[config.mk]
export PLATFORM = sky130hd
export DESIGN_NAME = dmem_bram_ctrl
export DESIGN_NICKNAME = d
export VERILOG_FILES = /design/src/rtl/dmem_bram_ctrl.sv
export SDC_FILE = /design/constraint.sdc
export NUM_CORES = 1
export LEC_CHECK = 0
export CAP_MARGIN = 20
export CORE_UTILIZATION = 38
export DETAILED_ROUTE_END_ITERATION = 10
export PLACE_DENSITY = 0.74
export SYNTH_ARGS = -nofsm -noshare
export SYNTH_HDL_FRONTEND = slang
export SYNTH_SLANG_ARGS = --single-unit
export TNS_END_PERCENT = 1
[constraint.sdc]
create_clock -name i_clk -period 1.7 [get_ports i_clk]
set_input_delay 0.255 -clock i_clk [delete_from_list [all_inputs] [get_ports i_clk]]
set_output_delay 0.255 -clock i_clk [all_outputs]
set_load 0.005 [all_outputs]
[src/rtl/dmem_bram_ctrl.sv]
// Data-memory controller: valid/ready request port in front of a synchronous BRAM,
// with byte-lane write enables and load extension. Optional misaligned-access trap: define DMEM_MISALIGN_TRAP_EN.
//
// state     | meaning
// S_IDLE    | ready for a request; BRAM driven combinationally in the accept cycle
// S_RD_WAIT | load in flight, counting down the BRAM read latency
// S_RESP    | response pending; rsp_valid pulses on the following cycle
module dmem_bram_ctrl #(
    parameter int  DEPTH_WORDS = 32,
    parameter int  RD_LATENCY  = 1,
    localparam int ADDR_W      = $clog2(DEPTH_WORDS)
) (
    input  logic              i_clk,
    input  logic              i_rst_n,
    input  logic              i_req_valid,
    output logic              o_req_ready,
    input  logic              i_req_we,
    input  logic [31:0]       i_req_addr,
    input  logic [31:0]       i_req_wdata,
    input  logic [1:0]        i_req_size,
    input  logic              i_req_unsigned,
    output logic              o_rsp_valid,
    output logic [31:0]       o_rsp_rdata,
    output logic              o_rsp_err,
    output logic              o_bram_en,
    output logic [3:0]        o_bram_we,
    output logic [ADDR_W-1:0] o_bram_addr,
    output logic [31:0]       o_bram_din,
    input  logic [31:0]       i_bram_dout
);

    localparam logic [1:0] S_IDLE    = 2'd0;
    localparam logic [1:0] S_RD_WAIT = 2'd1;
    localparam logic [1:0] S_RESP    = 2'd2;

    localparam logic [1:0] SZ_BYTE = 2'b00;
    localparam logic [1:0] SZ_HALF = 2'b01;
    localparam logic [1:0] SZ_WORD = 2'b10;
    localparam logic [1:0] SZ_RSVD = 2'b11;

    localparam logic [32:0] C_ADDR_LIMIT = 33'(DEPTH_WORDS) << 2;
    localparam logic [1:0]  C_CNT_INIT   = 2'(RD_LATENCY - 1);

    logic [1:0]  r_state;
    logic [1:0]  r_cnt;
    logic [1:0]  r_off;
    logic [1:0]  r_size;
    logic        r_unsigned;
    logic [31:0] r_pend_rdata;
    logic        r_pend_err;
    logic        r_rsp_valid;
    logic [31:0] r_rsp_rdata;
    logic        r_rsp_err;

    logic        w_accept;
    logic        w_misalign;
    logic        w_err;
    logic [1:0]  w_off;
    logic [3:0]  w_we_mask;
    logic [31:0] w_din;
    logic [31:0] w_rd_shift;
    logic [31:0] w_rd_data;

    assign o_req_ready = (r_state == S_IDLE) && i_rst_n;
    assign w_accept    = i_req_valid && o_req_ready;

`ifdef DMEM_MISALIGN_TRAP_EN
    assign w_misalign = ((i_req_size == SZ_HALF) && i_req_addr[0]) ||
                        ((i_req_size == SZ_WORD) && (i_req_addr[1:0] != 2'b00));
`else
    assign w_misalign = 1'b0;
`endif

    // 33-bit compare so the full 32-bit address space is range-checked without wrap
    assign w_err = (i_req_size == SZ_RSVD) || ({1'b0, i_req_addr} >= C_ADDR_LIMIT) || w_misalign;

    // Misaligned halves fall back to lane addr[1]; misaligned words to the aligned-down word
    always_comb begin
        w_off     = 2'b00;
        w_we_mask = 4'b0000;
        w_din     = i_req_wdata;
        case (i_req_size)
            SZ_BYTE: begin
                w_off     = i_req_addr[1:0];
                w_we_mask = 4'b0001 << i_req_addr[1:0];
                w_din     = {4{i_req_wdata[7:0]}};
            end
            SZ_HALF: begin
                w_off     = {i_req_addr[1], 1'b0};
                w_we_mask = 4'b0011 << {i_req_addr[1], 1'b0};
                w_din     = {2{i_req_wdata[15:0]}};
            end
            SZ_WORD: begin
                w_we_mask = 4'b1111;
            end
            default: ;
        endcase
    end

    assign o_bram_en   = w_accept && !w_err;
    assign o_bram_we   = (o_bram_en && i_req_we) ? w_we_mask : 4'b0000;
    assign o_bram_addr = i_req_addr[ADDR_W+1:2];
    assign o_bram_din  = w_din;

    assign w_rd_shift = i_bram_dout >> {r_off, 3'b000};

    always_comb begin
        w_rd_data = w_rd_shift;
        case (r_size)
            SZ_BYTE: w_rd_data = r_unsigned ? {24'h000000, w_rd_shift[7:0]}
                                            : {{24{w_rd_shift[7]}}, w_rd_shift[7:0]};
            SZ_HALF: w_rd_data = r_unsigned ? {16'h0000, w_rd_shift[15:0]}
                                            : {{16{w_rd_shift[15]}}, w_rd_shift[15:0]};
            default: w_rd_data = w_rd_shift;
        endcase
    end

    always_ff @(posedge i_clk or negedge i_rst_n) begin
        if (!i_rst_n) begin
            r_state      <= S_IDLE;
            r_cnt        <= 2'd0;
            r_off        <= 2'd0;
            r_size       <= 2'd0;
            r_unsigned   <= 1'b0;
            r_pend_rdata <= 32'd0;
            r_pend_err   <= 1'b0;
        end else begin
            case (r_state)
                S_IDLE: begin
                    if (w_accept) begin
                        if (w_err || i_req_we) begin
                            r_pend_rdata <= 32'd0;
                            r_pend_err   <= w_err;
                            r_state      <= S_RESP;
                        end else begin
                            r_off      <= w_off;
                            r_size     <= i_req_size;
                            r_unsigned <= i_req_unsigned;
                            r_cnt      <= C_CNT_INIT;
                            r_state    <= S_RD_WAIT;
                        end
                    end
                end
                S_RD_WAIT: begin
                    if (r_cnt == 2'd0) begin
                        r_pend_rdata <= w_rd_data;
                        r_pend_err   <= 1'b0;
                        r_state      <= S_RESP;
                    end else begin
                        r_cnt <= r_cnt - 2'd1;
                    end
                end
                S_RESP:  r_state <= S_IDLE;
                default: r_state <= S_IDLE;
            endcase
        end
    end

    // Response registers update only when a response is issued, so data/err hold between pulses
    always_ff @(posedge i_clk or negedge i_rst_n) begin
        if (!i_rst_n) begin
            r_rsp_valid <= 1'b0;
            r_rsp_rdata <= 32'd0;
            r_rsp_err   <= 1'b0;
        end else begin
            r_rsp_valid <= (r_state == S_RESP);
            if (r_state == S_RESP) begin
                r_rsp_rdata <= r_pend_rdata;
                r_rsp_err   <= r_pend_err;
            end
        end
    end

    assign o_rsp_valid = r_rsp_valid;
    assign o_rsp_rdata = r_rsp_rdata;
    assign o_rsp_err   = r_rsp_err;

endmodule

# Yosys cells after proc, flatten, opt, wreduce, memory -nomap -nowiden
# Cells that the tools add are included.
dict set report word_totals {
  output_inout_bits 77
  inputBits 103
  ff_bits 76
  wordCells 66
}
dict set report classes {
  order_cmp 1
  n_mux 23
  reduce_logical 16
  n_bitwise 1
  add_sub_neg 1
  shift 3
  n_eq_ne 11
}
# cell n
set ops {}
lappend ops {{$pmux W32 S2} 3}
lappend ops {{$mux W32} 5}
lappend ops {{$ge A32 B8 Y1 const B} 1}
lappend ops {{$shr A32 B5 Y32} 1}
lappend ops {{$mux W2} 6}
lappend ops {{$pmux W2 S2} 3}
lappend ops {{$pmux W4 S3} 1}
lappend ops {{$logic_not A2 Y1} 4}
lappend ops {{$ne A2 B2 Y1 const B} 4}
lappend ops {{$reduce_and A4 Y1} 2}
lappend ops {{$eq A2 B1 Y1 const B} 3}
lappend ops {{$eq A2 B2 Y1 const B} 3}
lappend ops {{$logic_and A1 B1 Y1} 4}
lappend ops {{$mux W4} 1}
lappend ops {{$shl A1 B2 Y4 const A} 1}
lappend ops {{$shl A2 B2 Y4 const A} 1}
lappend ops {{$mux W1} 3}
lappend ops {{$reduce_and A3 Y1} 1}
lappend ops {{$logic_or A1 B1 Y1} 2}
lappend ops {{$ne A2 B1 Y1 const B} 1}
lappend ops {{$pmux W1 S2} 1}
lappend ops {{$reduce_and A2 Y1} 1}
lappend ops {{$reduce_bool A2 Y1} 1}
lappend ops {{$sub A2 B1 Y2 const B} 1}
lappend ops {{other kinds (2)} 2}

# Logic depth before layout (Yosys ltp)
# Gate-level depths: netlist of the first run.
dict set report depth {
  ltp_word 6
  mapped_depth 9
  mapped_depth_nobuf 7
}

# Worst setup path before layout of the first run
# No wires, ideal clock.
dict set report synth_path {
  path_type {flip-flop to flip-flop}
  from {register r_cnt[0]}
  to {register r_pend_rdata[22]}
  path_stages_with_launch 8
  required_time_ns 1.633
  path_buffers 2
  setup_slack_ns -0.131
  setup_time_ns 0.067
  synth_period_minus_slack_ns 1.831
  arrival_ns 1.764
  cell_sequence {dfrtp_1 inv_1 ha_1 nand3b_1 clkbuf_1 nor3_1 buf_2 a221o_1}
}
dict set report synth_between {
  elab_chain_cells 3
}
# item line
set synth_lines {}
lappend synth_lines {{start: declaration} 45} ;# logic [1:0] r_cnt;
lappend synth_lines {{start signal: assignment} 150} ;# r_cnt <= r_cnt - 2'd1;
lappend synth_lines {{$logic_not A2 Y1} 145} ;# if (r_cnt == 2'd0) begin
lappend synth_lines {{$ne A2 B2 Y1 (no source line)} --}
lappend synth_lines {{$reduce_and A4 Y1 (no source line)} --}
lappend synth_lines {{end signal: assignment} 146} ;# r_pend_rdata <= w_rd_data;
lappend synth_lines {{end: declaration} 49} ;# logic [31:0] r_pend_rdata;
# No other way between the ends.
# A chain may end at the register's enable or synchronous reset.

# Worst setup path after layout of the first run
dict set report layout_path {
  from {register r_state[1]}
  to {output port o_bram_we[1]}
}
dict set report layout_between {
  elab_chain_cells 6
}
# item line
set layout_lines {}
lappend layout_lines {{start: declaration} 44} ;# logic [1:0] r_state;
lappend layout_lines {{start signal: assignment} 120} ;# r_state <= S_IDLE;
lappend layout_lines {{start signal: assignment} 134} ;# r_state <= S_RESP;
lappend layout_lines {{start signal: assignment} 140} ;# r_state <= S_RD_WAIT;
lappend layout_lines {{$logic_not A2 Y1} 64} ;# assign o_req_ready = (r_state == S_IDLE) && i_rst_n;
lappend layout_lines {{$logic_and A1 B1 Y1} 64}
lappend layout_lines {{$logic_and A1 B1 Y1} 65} ;# assign w_accept = i_req_valid && o_req_ready;
lappend layout_lines {{$logic_and A1 B1 Y1} 100} ;# assign o_bram_en = w_accept && !w_err;
lappend layout_lines {{$logic_and A1 B1 Y1} 101} ;# assign o_bram_we = (o_bram_en && i_req_we) ? w_we_mask : 4'b0000;
lappend layout_lines {{$mux W4} 101}
lappend layout_lines {{end: declaration} 26} ;# output logic [3:0] o_bram_we,
# No other way between the ends.

==> summary.txt, run 1 <==
CTS
  – Root buffer selected by CTS: clkbuf_8
  – Clock tree buffer depth: 2
  – Number of H-tree levels: 3
  – CTS tree: built
  – CTS sink count: 76
  – Inserted Clock Buffers: 9
  – Worst-skew pair later-pin latency: approximately 350 ps
  – CTS clk-pin slew, worst paths: ~80 ps
  – Post-CTS Hold Fix Bufs: 0

Synth
  – Top area cells in the synthesized netlist: dfrtp_1 (47%), mux2_2 (16%), mux2i_1 (6.5%)
  – FF+latch count, synth: 76
  – Post-Syn Nets: ~470
  – Syn avg cell area: 11.09 um2
  – Synth warnings: 0
  – Unique cell type count in the Yosys netlist: 40
  – Mapped Area: ~4000 um2
  – Synth top area share: a little under half
  – Cell taking the most area after synthesis: dfrtp_1
  – Cells after synthesis: about 360
  – Sequential fraction of the synthesis area: between 40% and 50%

Cells and area
  – Reg area: ~1900 um2
  – # fillers: about 870
  – Commonest non-fill, non-tap cell in the layout: clkdlybuf4s50_1
  – Fin cells: between 600 and 700
  – Multi-input gate area: 2029 um2
  – Commonest cells after routing, fill and taps aside: clkdlybuf4s50_1 (122), dfrtp_1 (76), mux2_2 (54), buf_4 (41), nand2_1 (39)
  – Area grow syn2layout: 58.92%
  – Share of layout cells above drive strength 1: approximately 29%
  – NumNets Final: 659
  – Post-route cell area: roughly 6400 um2

Placement
  – Port bufs: approximately 170
  – DP Area: roughly 6000 um2
  – Detail Placement HPWL: between 9000 and 10000 um
  – Routability cong.: between 0.8 and 0.9
  – Inst Count DP: 671

Timing
  – Setup TNS: -5770 ps
  – Final slew viol count: 0
  – Clk_skew: 14.22 ps
  – Setup-failing EPs final: 50
  – Final WS setup: -281.3 ps
  – Hold Worst Slack: roughly 260 ps
  – Achievable Freq: 504.7 MHz
  – Relative slew slack: between 30% and 40%
  – Final min period: around 2000 ps
  – RSZ-0062 raised after global routing: yes
  – Period utilisation layout: 116.5%
  – Count of final hold-check violations: 0
  – Worst-margin pin slew: approximately 940 ps

Detailed routing
  – Initial DRC Count: roughly 170
  – Routed Antenna Nets: 0
  – Length of the first detailed-routing pass in iterations: 4
  – WL final: 12180 um
  – Detailed-route DRC error count: 0
  – Vias: between 3000 and 4000
  – Avg Vias per Cell: ~5.2
  – DR WL/cell: 17.48 um

GRT
  – Number of global-route vias before repair: a little under 4000
  – Grt met3 use: approximately 5.5%
  – GR Util met1: approximately 26%
  – Met2 Use GR: between 40% and 50%
  – Most Used Layer, Global Route: met2
  – Grt ovf: 0
  – Largest net degree at the start of global routing: a little under 80
  – GRT Resource Usage Total: ~23%
  – First-pass GRT wire length: 19670 um
  – Initial antenna violation count: 0

Pwr
  – Worst IR Drop VDD: around 0.00038 V
  – Design internal power: ~0.003 W
  – Static leakage: 2.899 nW
  – Sequential Power Share: about 47%
  – Switching power: 0.0009341 W
  – Total power: about 0.0039 W
  – Net Sw Frac: 24.23%
  – Clock share of power: 34.0%
  – Combinational power share: a little under a fifth
  – PD cells: approximately 600 nW/um2

Status
  – Failing checks: negative setup slack
  – Status: finished with violations

Worst setup path
  – CP Data Required Time: 1440 ps
  – Crit path max fanout: 3
  – Critical-path cell list: nand4bb_4 > nor3_4 > nand3_2 > buf_6 > a21oi_2 > buf_2
  – Critical Path Max Stage Delay: 390 ps
  – CP endpoint kind: primary output
  – Worst EP arrival: 1730 ps
  – Kind of critical path: reg2out
  – CP Buf/Inv Count: 2
  – CP max-delay cell: dfrtp_1
  – Kind of cell adding the most delay to the critical path: simple AND/OR/NAND/NOR gates
  – Startpoint types: flop

Flow run
  – Max-cap viol count: 0

Die
  – Die H: 104.9 um
  – Core Rows: 37
  – Die footprint: approximately 11000 um2
  – DIE WIDTH: around 100 um
  – CORE AREA: slightly above 10000 um2
  – Ports: 180
  – Initial core utilization: between 30% and 40%

Hold path
  – Hold crit path type: in2async
## layer usage
metal | up-vias | part of all wire [%]
met2 | 163 | 52
met5 | - | 0
met4 | 0 | 3.4
met1 | 1762 | 38
met3 | 28 | 6.9
li1 | 1691 | -
## worst min-delay path, cell delays in order
cell and delay (ps):
buf_4 100, buf_4 100, buf_4 710
## cells in the mapped netlist (all sizes together)
library cell,instances
dfrtp,76
mux2,60
nand2,39
o21ai,30
buf,27
mux2i,26
a21oi,20
a221o,16
clkbuf,11
nor2,9
o31ai,8
nand2b,5
nor4,5
inv,4
nor2b,4
nor3,4
a211oi,2
nand3,2
nor3b,2
o22ai,2
a311o,1
ha,1
nand3b,1
nand4,1
nand4bb,1
o21bai,1
o32ai,1
o41ai,1
or2,1
or3,1
or4,1
## timing repair
action                     in CTS  in global routing
pin swaps                      12                  7
setup endpoints to repair      72                 58
cloned                          2                  0
setup buffers                   6                  1
gates resized for setup       104                 10
## registers in the layout, indices dropped and copies added (netlist names)
signal and cells:
r_pend_rdata 32, o_rsp_valid 1, r_pend_err 1, o_rsp_err 1, r_size 2, r_state 2
r_unsigned 1, o_rsp_rdata 32, r_off 2, r_cnt 2
## cell families (layout without fill, tap and decap cells)
| group | after synthesis | after routing | share of synthesized area (%) |
|---|---|---|---|
| compound gates | 82 | 82 | 13.92 |
| flops | 76 | 76 | 47.23 |
| mux | 86 | 86 | 23.43 |
| simple gates | 76 | 76 | 9.323 |
| buf+inv | 42 | 239 | 5.780 |
| fa+ha+maj | 1 | 1 | 0.3107 |
| other cells | 0 | 1 | 0 |
## stage by stage
stage | utilization [%] | setup slack [ps]
global placement | 58.58 | -762.3
CTS | 61.98 | -281.1
finish | 62.26 | -281.3
detailed placement | 58.58 | -789.5
floorplan | - | -87.72
global route | 62.24 | -381.0
## final cells by class
type,count,share of cell area [%]
clock buffer,11,2.053
antenna,1,0.03911
tap,136,2.659
multi-input combinational,245,31.72
sequential,76,29.72
timing repair buffer,219,32.75
clock inverter,5,0.8213
inverter,4,0.2346
## power groups by stage
| stage | Combinational (W) | Sequential [W] | Clock [W] |
|---|---|---|---|
| floorplan | 0.000222 | 0.00186 | 0 |
| detailed placement | 0.000713 | 0.00186 | 0 |
| CTS | 0.000725 | 0.00183 | 0.00134 |
| finish | 0.000717 | 0.00183 | 0.00131 |
| global placement | 0.000707 | 0.00186 | 0 |
| global route | 0.000770 | 0.00183 | 0.00143 |
## final timing paths
| check | cells past startpoint | from | slack [ps] | to |
|---|---|---|---|---|
| max in group asynchronous | 3 | i_rst_n | 830 | r_pend_rdata[8] |
| min | 3 | i_rst_n | 260 | o_rsp_rdata[0] |
| min in group i_clk | 4 | i_req_size[0] | 460 | r_size[0] |
| max reg2reg | 7 | r_cnt[0] | -180 | r_pend_rdata[16] |
| max | 6 | r_state[1] | -280 | o_bram_we[1] |
| min reg2reg | 2 | r_pend_rdata[5] | 480 | r_pend_rdata[5] |
(Power assumes the default switching activity.)
==> run 2: changes to the inputs <==
--- a/config.mk
+++ b/config.mk
@@ -6,9 +6,9 @@
 export NUM_CORES = 1
 export LEC_CHECK = 0
 export CAP_MARGIN = 20
-export CORE_UTILIZATION = 38
+export CORE_UTILIZATION = 30
 export DETAILED_ROUTE_END_ITERATION = 10
-export PLACE_DENSITY = 0.74
+export PLACE_DENSITY = 0.6
 export SYNTH_ARGS = -nofsm -noshare
 export SYNTH_HDL_FRONTEND = slang
 export SYNTH_SLANG_ARGS = --single-unit
==> run 2 against run 1 <==
The flow still finishes with violations (negative setup slack). Die area grew 26%. Worst hold slack improved by 25 ps. Largest cell class unchanged. Critical path depth stayed put. Clock skew is 4.5 ps lower. Highest routed layer unchanged. Critical endpoint unchanged. Core utilization down 11 points.
==> summary.txt, run 2 (same netlist as run 1, synthesis figures left out) <==
Timing
  – Setup TNS: -3810 ps (+1960 ps)
  – Worst-margin pin slew: 960.1 ps (+15.87 ps)
  – Final slew viol count: 0 (unchanged)
  – Final min period: 1970 ps (-11.00 ps)
  – Setup-failing EPs final: 29 (-42%)
  – Count of final hold-check violations: 0 (unchanged)
  – Final WS setup: -270.3 ps (+11.00 ps)
  – Relative slew slack: 36.00% (-1.1 points)
  – Clk_skew: 9.722 ps (-4.503 ps)
  – Hold Worst Slack: 280.7 ps (+24.73 ps)
  – RSZ-0062 raised after global routing: yes
  – Period utilisation layout: 115.9% (-0.65 points)
  – Achievable Freq: 507.5 MHz (+0.56%)

Worst setup path
  – Startpoint types: flop
  – CP Data Required Time: 1440 ps (about the same)
  – Worst EP arrival: 1720 ps (about the same)
  – CP Buf/Inv Count: 2 (unchanged)
  – Crit path max fanout: 3 (unchanged)
  – Kind of cell adding the most delay to the critical path: simple AND/OR/NAND/NOR gates
  – CP endpoint kind: primary output
  – Kind of critical path: reg2out
  – Critical Path Max Stage Delay: 380 ps (about the same)
  – Critical-path cell list: nand4bb_4 > nor3_4 > nand3_2 > buf_6 > a21oi_2 > buf_2
  – CP max-delay cell: dfrtp_1

CTS
  – CTS sink count: 76 (unchanged)
  – Root buffer selected by CTS: clkbuf_16
  – CTS clk-pin slew, worst paths: 60 ps (-20 ps)
  – Clock tree buffer depth: 2 (unchanged)
  – CTS tree: built
  – Inserted Clock Buffers: 9 (unchanged)
  – Number of H-tree levels: 3 (unchanged)
  – Worst-skew pair later-pin latency: 330 ps (-20 ps)
  – Post-CTS Hold Fix Bufs: 0 (unchanged)

Cells and area
  – NumNets Final: 666 (+1.1%)
  – Share of layout cells above drive strength 1: 31.04% (+2.3 points)
  – Commonest cells after routing, fill and taps aside: clkdlybuf4s50_1 (107), dfrtp_1 (76), mux2_2 (58), buf_4 (44), nand2_1 (39)
  – Antenna cells: 0 (-1)
  – Fin cells: 739 (+6.0%)
  – Area grow syn2layout: 63.49%
  – Commonest non-fill, non-tap cell in the layout: clkdlybuf4s50_1

GRT
  – Largest net degree at the start of global routing: 77 (unchanged)
  – GRT Resource Usage Total: 18.22% (-4.8 points)
  – Grt ovf: 0 (unchanged)
  – Initial antenna violation count: 0 (unchanged)
  – Number of global-route vias before repair: 3859 (-0.46%)
  – First-pass GRT wire length: 20040 um (+1.9%)

Pwr
  – Design internal power: 0.003405 W (+17%)
  – PD cells: 671.8 nW/um2 (+12%)
  – Sequential Power Share: 41.3% (-6.1 points)
  – Net Sw Frac: 23.00% (-1.2 points)
  – Worst IR Drop VDD: 0.0003638 V (-4.3%)
  – Static leakage: 2.948 nW (+1.7%)
  – Combinational power share: 15.6% (-3.0 points)
  – Clock share of power: 43.0% (+9.0 points)
  – Switching power: 0.001017 W (+8.9%)

Detailed routing
  – WL final: 12430 um (+2.0%)
  – Avg Vias per Cell: 4.917 (-5.9%)
  – Initial DRC Count: 188 (+11%)
  – Detailed-route DRC error count: 0 (unchanged)
  – Vias: 3634 (-0.27%)
  – DR WL/cell: 16.82 um (-3.8%)
  – Length of the first detailed-routing pass in iterations: 4 (unchanged)
  – Routed Antenna Nets: 0 (unchanged)

Placement
  – Routability cong.: 0.8078 (-8.7%)
  – Inst Count DP: 707 (+5.4%)
  – Detail Placement HPWL: 9169 um (+1.6%)
  – Port bufs: 169 (unchanged)

Die
  – Die H: 117.9 um (+12%)
  – DIE WIDTH: 117.9 um (+12%)
  – Core Rows: 41 (+11%)
  – Die footprint: 13890 um2 (+26%)
  – CORE AREA: 12880 um2 (+25%)
  – Initial core utilization: 31.27% (-7.9 points)
  – Ports: 180 (unchanged)

Flow run
  – Max-cap viol count: 0 (unchanged)

Status
  – Failing checks: negative setup slack
  – Status: finished with violations

Hold path
  – Hold crit path type: in2async
## run 2: changes by cell type in the layout (fill, tap and decap cells not counted), moves of 6 or more
cell and delta:
clkbuf_8 -8, clkbuf_16 +9, o21ai_1 -7, clkdlybuf4s50_1 -15
clkdlybuf4s15_1 +6, o21ai_0 +7, dlygate4sd2_1 +9
## run 2: metal layers
layer	wire length (um)	global-route usage [%]	share of wire, %
met1	4798	21.06	39
met2	6480	32.57	52
met3	995	4.942	8.0
met4	154	5.449	1.2
met5	0	0	0
## run 2: final timing paths
| check | start | cells after the start | slack [ps] | endpoint |
|---|---|---|---|---|
| worst max-delay path | r_state[1] | 6 | -270 | o_bram_we[1] |
| worst min-delay path | i_rst_n | 3 | 280 | r_state[1] |
| worst max register to register | r_state[1] | 5 | -180 | r_size[0] |
| worst min register to register | r_pend_rdata[3] | 2 | 480 | r_pend_rdata[3] |
| max in group asynchronous | i_rst_n | 3 | 790 | o_rsp_rdata[25] |
| min in group i_clk | i_bram_dout[31] | 2 | 420 | r_pend_rdata[31] |
## run 2: timing repair
action | CTS | global route
cloned | 1 | 0
endpoints found under the setup margin | 73 | 54
resized for setup | 125 | 19
pin swaps | 14 | 11
buffers inserted | 17 | 0
## run 2: cell type report
class                      count  area, um2
clock inverter                 5      61.31
inverter                       4      15.01
multi-input combinational    245       2037
sequential                    76       1902
tap                          172      215.2
clock buffer                  11      242.7
fill                        1184       6294
timing repair buffer         226       2110
## run 2: worst min-delay path, stage by stage
cell and delay, ps:
buf_4 100, buf_4 100, buf_4 710
## run 2: through the flow
step	util (%)	setup WS, ps	power [W]	instance area, um2
after floorplan	-	-87.72	0.002084	4044
after global placement	47.11	-746.6	0.002565	6066
after detailed placement	47.11	-774.1	0.002571	6066
after CTS	50.76	-214.1	0.004461	6536
after global routing	51.12	-363.3	0.004592	6583
final	51.12	-270.3	0.004422	6583
## run 2: power by group through the flow
stage	clock, W	sequential [W]	combinational (W)
2_1_floorplan	0	0.00186	0.000222
3_3_place_gp	0	0.00186	0.000705
3_5_place_dp	0	0.00186	0.000709
4_1_cts	0.00194	0.00183	0.000696
5_1_grt	0.00201	0.00183	0.000750
6_report	0.00190	0.00183	0.000690
